--- config.mk ---
export PLATFORM = sky130hd
export DESIGN_NAME = wait_requester
export DESIGN_NICKNAME = d
export VERILOG_FILES = /design/src/rtl/wait_pkg.sv /design/src/rtl/cmd_fifo.sv /design/src/rtl/wait_requester.sv
export SDC_FILE = /design/constraint.sdc
export NUM_CORES = 1
export LEC_CHECK = 0
export ABC_AREA = 1
export BUFFER_PORTS_ARGS = -buffer_cell sky130_fd_sc_hd__buf_2
export CORE_MARGIN = 5
export CORE_UTILIZATION = 51
export DETAILED_ROUTE_END_ITERATION = 16
export GPL_ROUTABILITY_DRIVEN = 0
export PLACE_DENSITY = 0.8
export SYNTH_ARGS = -nofsm -noshare
export SYNTH_HDL_FRONTEND = slang
export SYNTH_SLANG_ARGS = --single-unit
export TNS_END_PERCENT = 100
--- constraint.sdc ---
create_clock -name clock -period 1.8 [get_ports clock]
set_input_delay 0.18 -clock clock [delete_from_list [all_inputs] [get_ports clock]]
set_output_delay 0.18 -clock clock [all_outputs]
set_load 0.02 [all_outputs]
--- src/rtl/wait_pkg.sv ---
// Shared types and constants for the wait requester.
// Holds the FSM state encoding, default count width and watchdog margin.
package wait_pkg;

  localparam int COUNTER_SIZE_DEF = 8;

  // Extra cycles allowed beyond count_to before the watchdog fires.
  localparam int WD_MARGIN = 4;

  typedef enum logic [1:0] {
    IDLE  = 2'd0,
    ISSUE = 2'd1,
    WAIT  = 2'd2,
    ZERO  = 2'd3
  } state_t;

endpackage

--- src/rtl/cmd_fifo.sv ---
// Small synchronous command FIFO for the wait requester.
// Ports: clock/reset, push/din write, pop/dout head read, full/empty.
// dout is the head word and is valid whenever empty is low.
// Pushes while full and pops while empty are ignored.
module cmd_fifo #(
  parameter int WIDTH    = 8,
  parameter int DEPTH    = 4,
  parameter int PTR_SIZE = 2
) (
  input  logic             clock,
  input  logic             reset,
  input  logic             push,
  input  logic             pop,
  input  logic [WIDTH-1:0] din,
  output logic [WIDTH-1:0] dout,
  output logic             full,
  output logic             empty
);

  localparam logic [PTR_SIZE:0] FULL_CNT =
    (PTR_SIZE+1)'(DEPTH);

  logic [WIDTH-1:0]    mem [DEPTH];
  logic [PTR_SIZE-1:0] wptr;
  logic [PTR_SIZE-1:0] rptr;
  logic [PTR_SIZE:0]   cnt;
  logic                do_push;
  logic                do_pop;

  assign full    = (cnt == FULL_CNT);
  assign empty   = (cnt == '0);
  assign do_push = push && !full;
  assign do_pop  = pop && !empty;
  assign dout    = mem[rptr];

  // Storage needs no reset: the empty flag guards every read.
  always_ff @(posedge clock) begin
    if (do_push) begin
      mem[wptr] <= din;
    end
  end

  // DEPTH is a power of two, so pointers wrap by overflow.
  always_ff @(posedge clock or posedge reset) begin
    if (reset) begin
      wptr <= '0;
      rptr <= '0;
      cnt  <= '0;
    end else begin
      if (do_push) begin
        wptr <= wptr + 1'b1;
      end
      if (do_pop) begin
        rptr <= rptr + 1'b1;
      end
      unique case ({do_push, do_pop})
        2'b10:   cnt <= cnt + 1'b1;
        2'b01:   cnt <= cnt - 1'b1;
        default: cnt <= cnt;
      endcase
    end
  end

endmodule

--- src/rtl/wait_requester.sv ---
// Initiator for the start/busy/count_to delay-timer handshake.
// Queues wait commands, issues each to the timer, pulses done per finish.
// Ports: clock, reset (async, high); cmd_valid/cmd_count/cmd_ready in;
// waiter_start/waiter_count_to out, waiter_busy in; done/idle/error out.
// Optional macro WAIT_WATCHDOG_EN adds a sticky busy-timeout error.
module wait_requester
  import wait_pkg::*;
#(
  parameter int COUNTER_SIZE = COUNTER_SIZE_DEF,
  parameter int DEPTH        = 4,
  parameter int PTR_SIZE     = 2
) (
  input  logic                    clock,
  input  logic                    reset,
  input  logic                    cmd_valid,
  input  logic [COUNTER_SIZE-1:0] cmd_count,
  output logic                    cmd_ready,
  output logic                    waiter_start,
  output logic [COUNTER_SIZE-1:0] waiter_count_to,
  input  logic                    waiter_busy,
  output logic                    done,
  output logic                    idle,
  output logic                    error
);

  state_t                  state;
  state_t                  state_n;
  logic [COUNTER_SIZE-1:0] head;
  logic                    full;
  logic                    empty;
  logic                    push;
  logic                    pop;
  logic                    done_n;
  logic                    timeout;

  assign cmd_ready = !full;
  assign push      = cmd_valid && !full;
  assign idle      = empty && (state == IDLE);

  cmd_fifo #(
    .WIDTH   (COUNTER_SIZE),
    .DEPTH   (DEPTH),
    .PTR_SIZE(PTR_SIZE)
  ) u_fifo (
    .clock(clock),
    .reset(reset),
    .push (push),
    .pop  (pop),
    .din  (cmd_count),
    .dout (head),
    .full (full),
    .empty(empty)
  );

  always_comb begin
    state_n      = state;
    pop          = 1'b0;
    waiter_start = 1'b0;
    done_n       = 1'b0;
    unique case (state)
      IDLE: begin
        if (!empty) begin
          pop = 1'b1;
          // A zero count would make the timer run a full wrap.
          if (head == '0) begin
            state_n = ZERO;
          end else begin
            state_n = ISSUE;
          end
        end
      end
      ISSUE: begin
        waiter_start = 1'b1;
        state_n      = WAIT;
      end
      WAIT: begin
        if (!waiter_busy) begin
          done_n  = 1'b1;
          state_n = IDLE;
        end else if (timeout) begin
          state_n = IDLE;
        end
      end
      ZERO: begin
        done_n  = 1'b1;
        state_n = IDLE;
      end
      default: begin
        state_n = IDLE;
      end
    endcase
  end

  // count_to only changes on a pop, so the timer sees a stable value.
  always_ff @(posedge clock or posedge reset) begin
    if (reset) begin
      state           <= IDLE;
      done            <= 1'b0;
      waiter_count_to <= '0;
    end else begin
      state <= state_n;
      done  <= done_n;
      if (pop) begin
        waiter_count_to <= head;
      end
    end
  end

`ifdef WAIT_WATCHDOG_EN
  logic [COUNTER_SIZE+1:0] wd_cnt;
  logic [COUNTER_SIZE+1:0] wd_limit;

  // wd_cnt is 0 in the first WAIT cycle, so the limit is margin-1.
  assign wd_limit = {2'b00, waiter_count_to}
                  + (COUNTER_SIZE+2)'(WD_MARGIN - 1);
  assign timeout  = waiter_busy && (wd_cnt == wd_limit);

  always_ff @(posedge clock or posedge reset) begin
    if (reset) begin
      wd_cnt <= '0;
    end else if (state == WAIT) begin
      wd_cnt <= wd_cnt + 1'b1;
    end else begin
      wd_cnt <= '0;
    end
  end

  always_ff @(posedge clock or posedge reset) begin
    if (reset) begin
      error <= 1'b0;
    end else if ((state == WAIT) && timeout) begin
      error <= 1'b1;
    end
  end
`else
  assign timeout = 1'b0;
  assign error   = 1'b0;
`endif

endmodule

---- After elaboration in Yosys (flattened, before gate mapping) ----
Memory sizes are Yosys's and may differ from the RTL's.
Index checks and enable logic that the tools add are counted.
storage, ports and cells
  register bits after elaboration ......... 18
  RAM bits ................................ 32
  input port bits ......................... 12
  output and inout bits ................... 13
  word-level logic and storage cells ...... 42
  memories ................................ 1
cells by class
  $add $sub $neg .......................... 4
  eq/ne operators ......................... 8
  multiplexer cells ....................... 12
  reduce and logical (&&, ||, !) cells .... 11
memory list
  memory      words  bits a word  rd ports  clocked after Yosys merged registers in  write ports  RTL line        source
  u_fifo.mem  4      8            1         0                                        1            cmd_fifo.sv:23  logic [WIDTH-1:0] mem [DEPTH];
operators with widths
  operator               number
  $logic_not A8 Y1       1
  $pmux W2 S4            1
  $eq A2 B2 Y1 const B   3
  $mux W1                6
  $mux W2                3
  $pmux W3 S2            1
  $add A2 B1 Y2 const B  2
  $eq A2 B1 Y1 const B   2
  $logic_and A1 B1 Y1    4
  $ne A2 B2 Y1 const B   2
  $add A3 B1 Y3 const B  1
  $eq A3 B3 Y1 const B   1
  $logic_not A3 Y1       1
  $sub A3 B1 Y3 const B  1
  $logic_not A1 Y1       2
  $logic_not A2 Y1       1
  $pmux W1 S2            1
  $reduce_and A2 Y1      1
  $reduce_bool A2 Y1     1

---- Depth between registers and ports, before layout ----
  depth in word-level cells ............... 6
  mapped depth ............................ 12
  gate-level depth less buffers ........... 10

---- Modules after synthesis ----
From an unflattened synthesis, not the netlist that was laid out.
second synthesis, totals
  cell total of the unflattened synthesis .. 214
  area total of the unflattened synthesis .. 2284.7 µm²
modules (own cells, without submodules)
  module          times used  cells each  area an instance (µm²)  sequential area each (µm²)
  cmd_fifo        1           155         1755.4                  1136.1
  wait_requester  1           59          529.3                   275.3

---- Worst setup path after synthesis ----
No wires, ideal clock.
  path kind ............................... register to register
  start point ............................. register u_fifo.cnt[0]
  end point ............................... register u_fifo.cnt[2]
  setup time .............................. 0.131 ns
  arrival ................................. 1.820 ns
  data required time ...................... 1.669 ns
  slack ................................... -0.151 ns
  cell stages (with the launch flop) ...... 9
  path buffers ............................ 0
  period minus slack after synthesis ...... 1.951 ns
  path through ............................ dfrtp_1 -> inv_1 -> nand3_1 -> nand2_1 -> ha_1 -> fa_1 -> a21oi_1 -> o21ai_0 -> xor2_1
between the ends
  word-level cells in the longest chain between the ends .. 6
  elaborated cells between the ends (all ways) .. 15
  classes of those cells .................. add/sub: 2; eq/ne: 3; mux: 3; reduce/logical: 7
RTL lines
  what                                               RTL line              source
  start: declaration                                 cmd_fifo.sv:26        logic [PTR_SIZE:0] cnt;
  start signal: assignment                           cmd_fifo.sv:57        2'b10: cnt <= cnt + 1'b1;
  start signal: assignment                           cmd_fifo.sv:58        2'b01: cnt <= cnt - 1'b1;
  start signal: assignment                           cmd_fifo.sv:59        default: cnt <= cnt;
  $eq A3 B3 Y1 (*)                                   cmd_fifo.sv:30        assign full = (cnt == FULL_CNT);
  $logic_not A1 Y1 (*)                               -
  via cmd_ready                                      wait_requester.sv:17  output logic cmd_ready,
  $logic_and A1 B1 Y1                                wait_requester.sv:37  assign push = cmd_valid && !full;
  $logic_and A1 B1 Y1 (*)                            cmd_fifo.sv:32        assign do_push = push && !full;
  $eq A2 B1 Y1 or $eq A2 B2 Y1 (tied branches)       cmd_fifo.sv:56        unique case ({do_push, do_pop})
  $pmux W3 S2 or $reduce_bool A2 Y1 (tied branches)  -
The timed path passes the listed nets; every way through them passes the cells marked *.
A chain may end at the register's enable or synchronous reset.

---- Worst setup path after layout ----
  start point ............................. register u_fifo.cnt[1]
  end point ............................... register u_fifo.cnt[2]
between the ends
  word-level cells in the longest chain between the ends .. 6
  elaborated cells between the ends (all ways) .. 15
  classes of those cells .................. add/sub: 2; eq/ne: 3; mux: 3; reduce/logical: 7
RTL lines
  what                                               RTL line              source
  $logic_not A3 Y1 (*)                               cmd_fifo.sv:31        assign empty = (cnt == '0);
  $mux W1 (*)                                        wait_requester.sv:62  if (!empty) begin
  $mux W1 (*)                                        wait_requester.sv:60  unique case (state)
  via pop                                            wait_requester.sv:32  logic pop;
  $logic_and A1 B1 Y1 (*)                            cmd_fifo.sv:33        assign do_pop = pop && !empty;
  $eq A2 B1 Y1 or $eq A2 B2 Y1 (tied branches)       cmd_fifo.sv:56
  $pmux W3 S2 or $reduce_bool A2 Y1 (tied branches)  -
Marks and branches as above.

==> impl_metrics.toml <==
[placement]
placement.setup.worst_slack_ns = -0.0239
place_hpwl_um = 2560
placed_cell_area_um2 = 2310
port_buffers = 23

[logic_synthesis]
syn_area_um2 = 2090
syn_area_per_cell_um2 = 11.0
async_reset_ff_share_pct = 36.0
synth.yosys.seq_area_share_pct = 67.5
postSynthCellCount = 191
synth.distinct_cells = 20
ys_ff_latch = 50
syn_nets = 209
number_of_synthesized_flops_with_an_enable_pin = 32
post_synth_main_area_contributors = "edfxtp_1, dfrtp_1, nand2_1, nand3_1, inv_1"
yosysWarningCount = 0
post-synth-top-area-cell = "edfxtp_1"
netlist.area_leader.share_pct = 45.9
synth_ff_type = "edfxtp_1"

[layout]
most-common-layout-cells = "nand2_1, edfxtp_1, buf_2, dfrtp_1, nor2_1"
fin_area_um2 = 2470
syn2layout_area_growth_pct = 17.9
insertedDiodeCount = 0
final_core_density_pct = 61.7
drive_above_1_share_pct = 24.0
final_common_cell = "nand2_1"
fin_nets = 246

[clocking]
bufs_on_longest_clock_path = 2
clock_root_cell = "clkbuf_8"
htreeDepth = 2
cts.sink_count = 50
clk_pin_slew_worst_paths_ns = 0.08
cts_tree = "built"
clock_insertion_delay_worst_skew_ns = 0.30
cts_buffers = 5

[setup_path]
sort_of_element_at_the_start_of_the_critical_path = "flop"
crit_path_cell_trace = "inv_2 -> nand3_2 -> nand2_2 -> inv_2 -> ha_4 -> fa_2 -> a21oi_2 -> o21ai_1 -> xor2_1"
critical_path.max_stage_delay_ns = 0.39
setup.worst_path.class = "flop to flop"
timing.rr.start = "u_fifo.cnt[1]"
endpoint_kind = "flop"
cp_slowest_cell = "dfrtp_1"
critical_path_required_ns = 1.98
cp_data_arrival_time_ns = 1.93
critical_path_peak_fanout = 4
cp-startpoint = "u_fifo.cnt[1]"
crit_top_cell = "inv_2"

[power_and_ir_drop]
p_leak_nw = 1.10
power_density_nw_per_um2 = 1790
power.ir.vdd_worst_uv = 739

[sta]
hold_viol_final = 0
period_share_pct = 97.2
finalHoldWorstSlack_ns = 0.0902
timing.max_slew.rel_slack_pct = 54.6
period_needed_ns = 1.75
setup_violations_final = 0
worst_pin_slew_ns = 0.680
peak_freq_mhz = 571
timing.final.max_slew_violations = 0
worst_slack_ns = 0.0499
clock_skew_ns = 0.00437
fin_tns_setup_ns = 0

[floorplan]
floorplan.rows = 23
die_h_um = 74.0
die_area_um2 = 5480
start_util_pct = 52.3
die_x_um = 74.0
core_region_um2 = 4000
top_level_ports = 25

[detailed_routing]
number_of_detailed_route_iterations_in_the_first_pass = 4
route.detailed.drc = 0
route.vias.total = 1367
avgRoutedWirePerCell_um = 13.4
post_drt_via_cell_ratio = 4.90
detail_route.iter0.violations = 96
postRouteAntennaNets = 0
post_route_wl_um = 3740

[worst_hold_path]
min_delay_worst_type = "input port to flop"
worst_hold_startpoint = "waiter_busy"

[run]
cap_violations = 0

[global_routing]
largest_net_degree_at_the_start_of_global_routing = 19
grt_overflow = 0
grtUsageTotal_pct = 15.5
first_global_vias = 1413
global_route_wire_length_before_repair_um = 6270
grt_antenna_before_repair = 0

[outcome]
run_status = "complete, no violations"
kinds of logic after synthesis:
group	count (synthesis)	synth area share, %
AOI/OAI and AO/OA	15	3.71
and+or+nand+nor	91	17.4
DFF	50	67.5
other	1	0.179
adders and majority gates	6	3.95
xor gates and xnor gates	4	1.67
buffers and inverters	24	5.62
timing repair:
item,4_1_cts,5_1_grt
pin swaps,0,2
cloned,0,0
hold buffers,1,0
resized for setup,2,6
endpoints found under the setup margin,1,1
hold endpoints to repair,18,0
buffers inserted,0,2
metrics by stage:
stage / power (mW) / std cells
detailed placement: 3.54 / 268
global placement: 3.45 / 268
global route: 4.75 / 279
CTS: 4.33 / 277
floorplan: 3.03 / 191
finish: 4.41 / 279
power by group:
part           internal, mW  switching (mW)
sequential             1.60           0.220
clock                 0.417           0.348
combinational         0.696            1.13
synthesized netlist by cell type, types with 2 or more instances:
cell type   n
a21oi_1     3
buf_2       2
o21ai_0     9
ha_1        5
dfrtp_1    18
buf_6       2
edfxtp_1   32
nand3_1    16
nor2_1     17
buf_4       2
o21ai_1     2
inv_1      17
nand2_1    57
xor2_1      3
worst max-delay path: cells and delay by family, from the launching register on:
kind | cells | cell delay [ns]
simple gates | 2 | 0.18
flops | 1 | 0.39
xor+xnor | 1 | 0.14
fa+ha+maj | 2 | 0.56
buf+inv | 2 | 0.15
compound gates | 2 | 0.22
layer usage:
layer	track usage [%]	share of wire (%)	vias to the layer above
met5	0	0	-
met2	27.0	51	39
li1	-	-	691
met3	4.05	5.2	3
met1	18.3	44	634
met4	6.24	0.56	0
path summary, 6_finish.rpt:
kind | slack [ns] | to | cells past startpoint
worst min-delay path | 0.09 | done | 2
max in group asynchronous | 0.84 | u_fifo.rptr[1] | 3
min in group asynchronous | 0.52 | u_fifo.wptr[1] | 3
worst max register to register | 0.05 | u_fifo.cnt[2] | 9
worst max-delay path | 0.05 | u_fifo.cnt[2] | 9
worst min register to register | 0.48 | waiter_count_to[6] | 2
layout make-up:
type	count	area (um2)
well taps	50	62.6
multi-input cells	117	597
inverters	18	70.1
repair buffers	36	215
fillers	314	1530
clock inverters	2	38.8
flip-flops and latches	50	1410
clock buffers	6	72.6
flip-flops by register name, summed over array words and instances (netlist names):
signal	flops
done	1
state	2
u_fifo.cnt	3
u_fifo.mem	32
u_fifo.rptr	2
u_fifo.wptr	2
waiter_count_to	8
No activity file was read; power rests on OpenSTA's default activity.
